===== config.mk =====
export PLATFORM = sky130hd
export DESIGN_NAME = time_base
export DESIGN_NICKNAME = d
export VERILOG_FILES = /design/src/rtl/time_base.sv
export SDC_FILE = /design/constraint.sdc
export NUM_CORES = 1
export LEC_CHECK = 0
export CORE_ASPECT_RATIO = 0.6
export CORE_MARGIN = 3
export CORE_UTILIZATION = 45
export CTS_CLUSTER_SIZE = 24
export DETAILED_ROUTE_END_ITERATION = 10
export PLACE_DENSITY = 0.68
export SLEW_MARGIN = 20
export SYNTH_ARGS = -nofsm -noshare
export SYNTH_HDL_FRONTEND = slang
export SYNTH_SLANG_ARGS = --single-unit

===== constraint.sdc =====
create_clock -name clk -period 13.1 [get_ports clk]
set_clock_uncertainty 0.05 [all_clocks]
set_input_delay 1.965 -clock clk [delete_from_list [all_inputs] [get_ports clk]]
set_output_delay 1.965 -clock clk [all_outputs]
set_load 0.02 [all_outputs]

===== src/rtl/time_base.sv =====
// Time-of-day base: a 1 s prescaler driving a seconds-since-midnight counter,
// with PAUSE/RUN/SET control, field adjust in SET, and synchronous clear.
module time_base #(
  parameter int CLK_DIV = 50000000
) (
  input  logic        clk,
  input  logic        rst_n,
  input  logic        start_stop,
  input  logic        set_en,
  input  logic [1:0]  adj_sel,
  input  logic        adj_inc,
  input  logic        clr,
  output logic [16:0] count,
  output logic        tick,
  output logic        day_wrap,
  output logic [1:0]  state
);

  localparam int              PW        = (CLK_DIV > 2) ? $clog2(CLK_DIV) : 1;
  localparam logic [PW-1:0]   PRESC_MAX = PW'(CLK_DIV - 1);
  localparam logic [PW-1:0]   PRESC_ONE = PW'(1);
  localparam logic [16:0]     DAY_MAX   = 17'd86399;

  typedef enum logic [1:0] {
    ST_PAUSE = 2'b00,
    ST_RUN   = 2'b01,
    ST_SET   = 2'b10
  } state_t;

  state_t          r_state;
  state_t          w_state_next;
  logic            r_ss_q;
  logic            r_adj_q;
  logic [PW-1:0]   r_presc;
  logic [16:0]     r_count;
  logic            r_tick;
  logic            r_day_wrap;

  logic            w_ss_rise;
  logic            w_adj_rise;
  logic            w_run;
  logic            w_tick;
  logic            w_adj_fire;
  logic [5:0]      w_sec;
  logic [5:0]      w_min;
  logic [4:0]      w_hr;
  logic [16:0]     w_count_adj;

  assign w_ss_rise  = start_stop & ~r_ss_q;
  assign w_adj_rise = adj_inc & ~r_adj_q;

  // NOTE: every variable assigned in always_comb gets a default first, so no path can infer a latch.
  always_comb begin
    w_state_next = ST_PAUSE;
    if (set_en) begin
      w_state_next = ST_SET;
    end else begin
      case (r_state)
        ST_PAUSE: w_state_next = w_ss_rise ? ST_RUN : ST_PAUSE;
        ST_RUN:   w_state_next = w_ss_rise ? ST_PAUSE : ST_RUN;
        default:  w_state_next = ST_PAUSE;
      endcase
    end
  end

  // The prescaler only advances while staying in RUN, so leaving RUN drops any partial second.
  assign w_run      = (r_state == ST_RUN) && (w_state_next == ST_RUN);
  assign w_tick     = w_run && (r_presc == PRESC_MAX);
  assign w_adj_fire = (r_state == ST_SET) && w_adj_rise;

  assign w_sec = 6'(r_count % 17'd60);
  assign w_min = 6'((r_count / 17'd60) % 17'd60);
  assign w_hr  = 5'(r_count / 17'd3600);

  // Each field is bumped by adding or subtracting its weight, leaving the other fields untouched.
  always_comb begin
    w_count_adj = r_count;
    case (adj_sel)
      2'b00:   w_count_adj = (w_sec == 6'd59) ? r_count - 17'd59    : r_count + 17'd1;
      2'b01:   w_count_adj = (w_min == 6'd59) ? r_count - 17'd3540  : r_count + 17'd60;
      2'b10:   w_count_adj = (w_hr  == 5'd23) ? r_count - 17'd82800 : r_count + 17'd3600;
      default: w_count_adj = r_count;
    endcase
  end

  // NOTE: sequential state uses non-blocking assignments so all registers update together at the edge.
  always_ff @(posedge clk or negedge rst_n) begin
    if (!rst_n) begin
      r_state    <= ST_PAUSE;
      r_ss_q     <= 1'b0;
      r_adj_q    <= 1'b0;
      r_presc    <= '0;
      r_count    <= '0;
      r_tick     <= 1'b0;
      r_day_wrap <= 1'b0;
    end else begin
      r_state    <= w_state_next;
      r_ss_q     <= start_stop;
      r_adj_q    <= adj_inc;
      r_tick     <= 1'b0;
      r_day_wrap <= 1'b0;
      if (clr) begin
        r_count <= '0;
        r_presc <= '0;
      end else begin
        r_presc <= (w_run && !w_tick) ? r_presc + PRESC_ONE : '0;
        if (r_count > DAY_MAX) begin
          r_count <= '0;
        end else if (w_tick) begin
          r_tick     <= 1'b1;
          r_day_wrap <= (r_count == DAY_MAX);
          r_count    <= (r_count == DAY_MAX) ? 17'd0 : r_count + 17'd1;
        end else if (w_adj_fire) begin
          r_count <= w_count_adj;
        end
      end
    end
  end

  assign count    = r_count;
  assign tick     = r_tick;
  assign day_wrap = r_day_wrap;
  assign state    = r_state;

endmodule


==> results of run 1 <==
[area by class of cell]
class                      instances  area, um^2  area share (%)
timing repair buffer              38         350            4.43
sequential                        49        1230            15.5
multi-input combinational        881        5800            73.3
clock buffer                       6         139            1.75
tap                              203         254            3.21
clock inverter                     2        41.3           0.522
inverter                          28         105            1.33
[final timing paths]
kind	end	slack, ns
min in group asynchronous	r_presc[17]$_DFF_PN0_	1.72
worst min register to register	r_presc[0]$_DFF_PN0_	0.44
max in group asynchronous	count[0]$_DFFE_PN0P_	10.83
worst min-delay path	r_presc[0]$_DFF_PN0_	0.44
worst max-delay path	count[16]$_DFFE_PN0P_	2.66
worst max register to register	count[16]$_DFFE_PN0P_	2.66
[metrics by stage]
stage / std cells / setup slack [ns]
final: 1207 / 2.66
after global routing: 1207 / 2.04
after CTS: 1207 / 2.89
after detailed placement: 1199 / 2.93
after global placement: 1199 / 3.04
after floorplan: 1012 / 4.14
[routing by layer]
| metal | vias to the layer above | wire length [um] | part of all wire, % | track usage [%] |
|---|---|---|---|---|
| li1 | 3746 | - | - | - |
| met1 | 3700 | 11900 | 50 | 43.5 |
| met2 | 450 | 8470 | 36 | 29.6 |
| met3 | 15 | 3140 | 13 | 9.94 |
| met4 | 0 | 104 | 0.44 | 2.24 |
| met5 | - | 0 | 0 | 0 |
[flip-flops by register name, summed over array words and instances (netlist names)]
| register | flops |
|---|---|
| r_presc | 26 |
| state | 2 |
| r_adj_q | 1 |
| tick | 1 |
| count | 17 |
| r_ss_q | 1 |
| day_wrap | 1 |
[kinds of logic after synthesis]
group,Yosys count,synth area share [%]
and+or+nand+nor,426,29.0
AOI/OAI and AO/OA,319,31.6
muxes,16,2.55
xor gates and xnor gates,91,10.9
buffers and inverters,82,4.52
DFF,49,16.7
adders and majority gates,29,4.80
[power groups by stage]
stage / Combinational (W) / Clock, W / Sequential, W
2_1_floorplan: 0.0000969 / 0 / 0.000162
3_3_place_gp: 0.000130 / 0 / 0.000164
3_5_place_dp: 0.000130 / 0 / 0.000164
4_1_cts: 0.000131 / 0.000161 / 0.000161
5_1_grt: 0.000147 / 0.000168 / 0.000162
6_report: 0.000134 / 0.000157 / 0.000161
[layout by cell type (no fill, tap or decap), types with 16 or more instances in the layout]
master	count
ha_1	25
inv_1	24
nand2_1	97
o211ai_1	16
and2_1	16
nor3_1	34
a21oi_1	61
nand3_1	42
clkdlybuf4s50_1	27
dfrtp_1	49
and3_1	20
xor2_1	33
xnor2_1	57
o21ai_0	56
a31oi_1	21
a211oi_1	17
nor2_1	117
==> run summary, run 1 <==
The total core area is 15700 um^2. The netlist area before placement came out at 7360 um^2. The initial standard-cell utilization of the core came out at 46.9%.

The final HPWL from detailed placement is 17600 um. At the end of the flow the core is filled with cells to 50.5%. The run finished with clean final reports. Setup repair after global routing left no endpoint under its margin. The static leakage came out at 2.93 nW. The via count of the first global-routing pass is 6736. Yosys mapped a number of flops with a built-in enable equal to 0. In this run the post-CTS setup repair buffer count came out at 0. The initial antenna violation count is 0. The clock insertion delay at the later pin of the skew report is 0.29 ns.

The share of the yosys chip area belonging to registers is 16.7%. The headroom to the max-slew limit came out at 23.1%. Once layout is done, the placed cells without fillers occupy 7920 um^2. The number of diodes is 0. By count the netlist is led by nor2_1 (117), nand2_1 (97), a21oi_1 (61). The filler cell count came out at 1545. For the pin with the worst max-slew slack, the measured transition is 1.14 ns. The critical path buffer and inverter count came out at 3. The worst endpoint data arrival time came out at 10.56 ns. The wire length reported by the detailed router is 23600 um. The number of setup violations in the final report is 0.

The maximum number of pins on one net before global-route repair is 50. The first-pass iteration count of the detailed router came out at 6. Combinational cells account for 29.6% of the total power.

The worst hold-check slack came out at 0.440 ns. The floorplan die area came out at 18000 um^2. The cell with the most instances after synthesis is nor2_1. The overall track demand over capacity in global routing is 25.7%. The net switching fraction of the power came out at 34.1%. In the routed design, unresolved DRC markers number 0.

The via count is 7911. The clock period could shrink to 10.44 ns. The part of the power in the clock network is 34.7%. The global placement routability congestion came out at 0.956. The net switching component of the power is 0.000154 W. After floorplanning, the core was divided into 35 placement rows. VDD sags by at most 0.0000538 V. The share of async-settable or async-resettable flops after synthesis came out at 100%. Yosys attributes the largest share of cell area to dfrtp_1 (17%), xnor2_1 (6.8%), nor2_1 (6.0%). TritonCTS built the clock tree.

The cell family contributing the most delay on the critical path is compound AO/OA/AOI/OAI gates. The final net count came out at 1036. The synthesized area per cell is 7.27 um^2. STA classifies the critical path endpoint as a flop. The critical path depth is 37. The count of nets left with antenna violations after detail routing came out at 0. The most used flip-flop cell after synthesis is dfrtp_1. In this run the critical register-to-register path is launched from count[5]$_DFFE_PN0P_. The summed negative setup slack over all endpoints came out at 0 ns. The cell sitting at the root of the clock tree is a clkbuf_16. For this design the top-level I/O count stands at 29. The sum of internal, switching and leakage power is 0.000453 W. The number of buffers between clock root and the deepest sink came out at 2.

The worst hold path startpoint is r_presc[0]$_DFF_PN0_. On the critical path, the stage with the largest delay is an instance of dfrtp_1. The portion of synthesized cell area occupied by the leading cell type is 16.7%.

The critical path is of the flop to flop type. The height of the chip is 105 um. The relative area change from synthesis to final layout came out at 7.59%.

Internal power comes to 0.000298 W. The number of warning messages in the yosys log came out at 0. The number of buffers created by CTS is 5. The cell count of the worst hold path is 1. The count of cell types in the netlist came out at 102. After clock tree synthesis, the clock-pin slew on the worst setup and hold paths is 0.07 ns. The data required time of the critical path is 13.23 ns.

The final critical-path share of the clock period is 79.7%. The number of I/O port buffers is 28. The detailed router finished its first iteration with 1131 violations. The power density normalized to cell area came out at 57.2 nW/um^2. The highest attainable clock frequency came out at 95.8 MHz.

The type of element launching the critical path is a flop. In this run the number of H-tree levels came out at 2. On the worst path, the slowest cell contributes a delay of 0.57 ns.

The hold-fix buffer count after cts came out at 0. The hold violation count in the final report came out at 0. The worst hold path belongs to the class flop to flop.

The width of the chip is 171 um. The routed wirelength normalized by instance count came out at 19.6 um. The synthesized netlist net count came out at 1045.

Global routing finished with a remaining overflow of 0. The most critical setup path has its startpoint at count[5]$_DFFE_PN0P_. The total count of max-transition violations in the final report came to 0.

Once placement finished, the instance area stood at 7730 um^2. The fraction of final layout cells with drive strength greater than 1 came out at 7.57%. The fraction of power consumed by sequential logic came out at 35.7%.

The wire length of the first global-routing pass came out at 37700 um. The number of resized instances in the post-cts repair step is 0. Counting cells, the worst reg-to-reg path comes to 37.

For this design, the sink count on the clock tree is 49. The tool flagged a number of max-cap violations equal to 0. The average via count per standard cell is 6.55. Of all nets on the critical path, the largest fanout is 17. The biggest area contributor in the post-synthesis netlist is dfrtp_1.

The number of storage elements in the synthesis netlist is 49. The cell count after synthesis came out at 1012.
No activity file was read; power rests on OpenSTA's default activity.
==> inputs of run 2 (changes only) <==
clock period = 10.5 ns   (was 13.1 ns; I/O delays follow)
==> run 2 against run 1 <==
- sequential cell count unchanged
- global-route usage grew 0.18 points
- worst hold slack gained 0.0018 ns
- highest routed layer unchanged
- register-to-register slack lost 2.0 ns
==> run summary, run 2 (same netlist as run 1, synthesis figures left out) <==
The commonest non-fill, non-tap cell in the layout is nor2_1. The final period demand of the worst path came to 9.80 ns (-0.635 ns). The net switching fraction of the power is 36.8% (+2.6 points).

TritonCTS built the clock tree. The logic gate share of total power came out at 32.7% (+3.1 points). The hold violation count in the final report was 0 (unchanged). The average via count per standard cell is 6.50 (-0.83%).

The count of max-cap constraint violations is 0 (unchanged). The category of the critical setup timing path is flop to flop. The register with the most flip-flops in the final layout is r_presc. The global placement routability congestion is 0.964 (+0.83%). The static leakage came out at 2.97 nW (+1.6%). The data required time of the critical path was 10.63 ns (-2.60 ns). The clock net sink count came out at 49 (unchanged). The number of diodes came out at 0 (unchanged). The maximum number of pins on one net before global-route repair is 50 (unchanged). The flow ran to the end, and the final reports show no timing, DRC or antenna violations. The critical path buffer and inverter count came out at 3 (unchanged). The initial standard-cell utilization of the core came to 46.9% (unchanged). The peak per-stage delay on the critical path came out at 0.55 ns (-0.02 ns). The cell count of the worst hold path came out at 1 (unchanged).

met1 is the most crowded layer. The overall track demand over capacity in global routing came to 25.8% (+0.18 points). Setup repair after global routing left no endpoint under its margin.

The total core area came out at 15700 um^2 (unchanged). The wire length of the first global-routing pass came out at 37900 um (+0.55%). The flip-flop count of the largest register after layout was 26 (unchanged). The worst setup path is captured at a flop. The remaining global-route overflow is 0 (unchanged).

The cell family contributing the most delay on the critical path is compound AO/OA/AOI/OAI gates. The headroom to the max-slew limit is 40.8% (+18 points). The fraction of final layout cells with drive strength greater than 1 is 8.86% (+1.3 points). The number of ports placed on the die boundary is 29 (unchanged). The count of nets left with antenna violations after detail routing is 0 (unchanged). The clock insertion delay at the later pin of the skew report came out at 0.30 ns (about the same).

The master cell of the clock root buffer is clkbuf_16. The register area came out at 1230 um^2 (+0.10%). In the layout the commonest cells are nor2_1 (117), nand2_1 (97), a21oi_1 (61), xnor2_1 (57), o21ai_0 (56). The width of the chip is 171 um (unchanged). The area of combinational cells with multiple inputs came out at 5810 um^2 (+0.24%). The first-pass iteration count of the detailed router is 6 (unchanged). The floorplan die area is 18000 um^2 (unchanged).

The relative area change from synthesis to final layout is 8.66%. Among all stages on the critical path, the largest delay is contributed by or3b_1. The via count was 7923 (+0.15%). The final critical-path share of the clock period is 93.3% (+14 points). The instance area after placement is 7820 um^2 (+1.1%).

The met3 demand-to-capacity share in global routing is 9.49% (-0.45 points). The number of I/O port buffers came out at 28 (unchanged). The maximum fanout along the worst path is 10 (-7).

The worst setup path is launched from a flop. The via count of the first global-routing pass came out at 6963 (+3.4%). The internal power component is 0.000346 W (+16%). Among the stages of the critical path, the cell type that occurs most often is ha_1.

The part of the power in the clock network is 31.7% (-3.0 points). The filler cell count is 1519 (-1.7%). The critical path depth is 37 (unchanged). The number of levels in the clock H-tree is 2 (unchanged). The summed negative setup slack over all endpoints came out at 0 ns (unchanged). The hold-fix buffer count after cts came to 0 (unchanged). The logic depth of the worst register-to-register path is 37 (unchanged). The height of the chip came out at 105 um (unchanged). The power density normalized to cell area came out at 68.4 nW/um^2 (+20%). The worst endpoint data arrival time came to 9.93 ns (-0.63 ns). The number of buffers created by CTS came out at 5 (unchanged). The remaining routing DRC violations came out at 0 (unchanged). The final net count is 1048 (+1.2%). The highest attainable clock frequency came out at 102 MHz (+6.5%). The fraction of power consumed by sequential logic is 35.6% (about the same).

The worst hold path belongs to the class flop to flop. The row count was 35 (unchanged). The cell area after layout came to 7990 um^2 (+1.0%).

The met1 usage came out at 42.3% (-1.2 points). The number of violations reported at the end of detailed-routing iteration 0 came out at 909 (-20%). The total count of max-transition violations in the final report is 0 (unchanged). The net switching component of the power came out at 0.000201 W (+30%). The maximum vdd drop came out at 0.0000681 V (+27%).

The initial antenna violation count is 0 (unchanged). The clock-pin transition on the worst setup and hold timing paths is 0.07 ns (about the same). The routed wirelength normalized by instance count is 19.3 um (-1.6%).

The global routing met2 resource utilization came out at 31.6% (+2.0 points). The number of setup violations in the final report is 0 (unchanged). The slew of the pin with the lowest slew margin was 0.888 ns (-0.254 ns). The wire length reported by the detailed router is 23500 um (-0.64%). The final HPWL from detailed placement is 17800 um (+1.2%). The number of buffers between clock root and the deepest sink is 2 (unchanged).
run 2: cell types whose count changed in the layout (fill, tap and decap cells not counted), sizes merged:
cell	change
inv	+1
clkinv	+1
bufinv	-1
buf	+12
clkbuf	-1
run 2: repair_timing:
action                                  4_1_cts  5_1_grt
endpoints found under the setup margin        0        3
gates resized for setup                       0        3
setup buffers                                 0        1
run 2: cell type report:
| type | instances | share of cell area (%) |
|---|---|---|
| Multi-Input combinational cell | 881 | 72.7 |
| Inverter | 28 | 1.31 |
| Tap cell | 203 | 3.18 |
| Clock buffer | 5 | 1.57 |
| Clock inverter | 3 | 0.360 |
| Sequential cell | 49 | 15.4 |
| Timing Repair Buffer | 50 | 5.51 |
run 2: worst reg2reg max path, delay by kind of cell, from the launching register on:
kind                       cells  cell delay (ns)
adders and majority gates      3             0.79
muxes                          3             1.15
AOI/OAI and AO/OA             17             4.45
buffers and inverters          3             0.34
DFF                            1             0.38
and+or+nand+nor                9             2.22
xor gates and xnor gates       2             0.27
run 2: path summary, 6_finish.rpt:
kind / from / to / slack, ns
hold / removal: r_presc[0]$_DFF_PN0_ / r_presc[0]$_DFF_PN0_ / 0.44
hold reg to reg: r_presc[0]$_DFF_PN0_ / r_presc[0]$_DFF_PN0_ / 0.44
setup / recovery: count[5]$_DFFE_PN0P_ / count[16]$_DFFE_PN0P_ / 0.70
min in group asynchronous: rst_n / r_presc[22]$_DFF_PN0_ / 1.32
max in group asynchronous: rst_n / count[2]$_DFFE_PN0P_ / 8.57
setup reg to reg: count[5]$_DFFE_PN0P_ / count[16]$_DFFE_PN0P_ / 0.70
run 2: power groups by stage:
stage	clock (W)	sequential (W)	combinational (W)
finish	0.000173	0.000195	0.000179
floorplan	0	0.000202	0.000121
CTS	0.000178	0.000195	0.000174
global route	0.000186	0.000195	0.000196
global placement	0	0.000198	0.000171
detailed placement	0	0.000199	0.000173
run 2: through the flow:
stage          total power [W]  utilization [%]  hold WS (ns)  instances  worst slack [ns]
2_1_floorplan         0.000323                -         0.403       1012              1.54
3_5_place_dp          0.000371             49.9         0.431       1210             0.624
6_report              0.000547             51.0         0.442       1219             0.699
3_3_place_gp          0.000369             49.9         0.429       1210             0.926
4_1_cts               0.000546             50.8         0.440       1218             0.606
5_1_grt               0.000577             51.0         0.472       1219            0.0675
run 2: metal layers:
metal / routed length (um) / share of wire (%)
met5: 0 / 0
met1: 11900 / 51
met3: 2860 / 12
met4: 170 / 0.72
met2: 8520 / 36
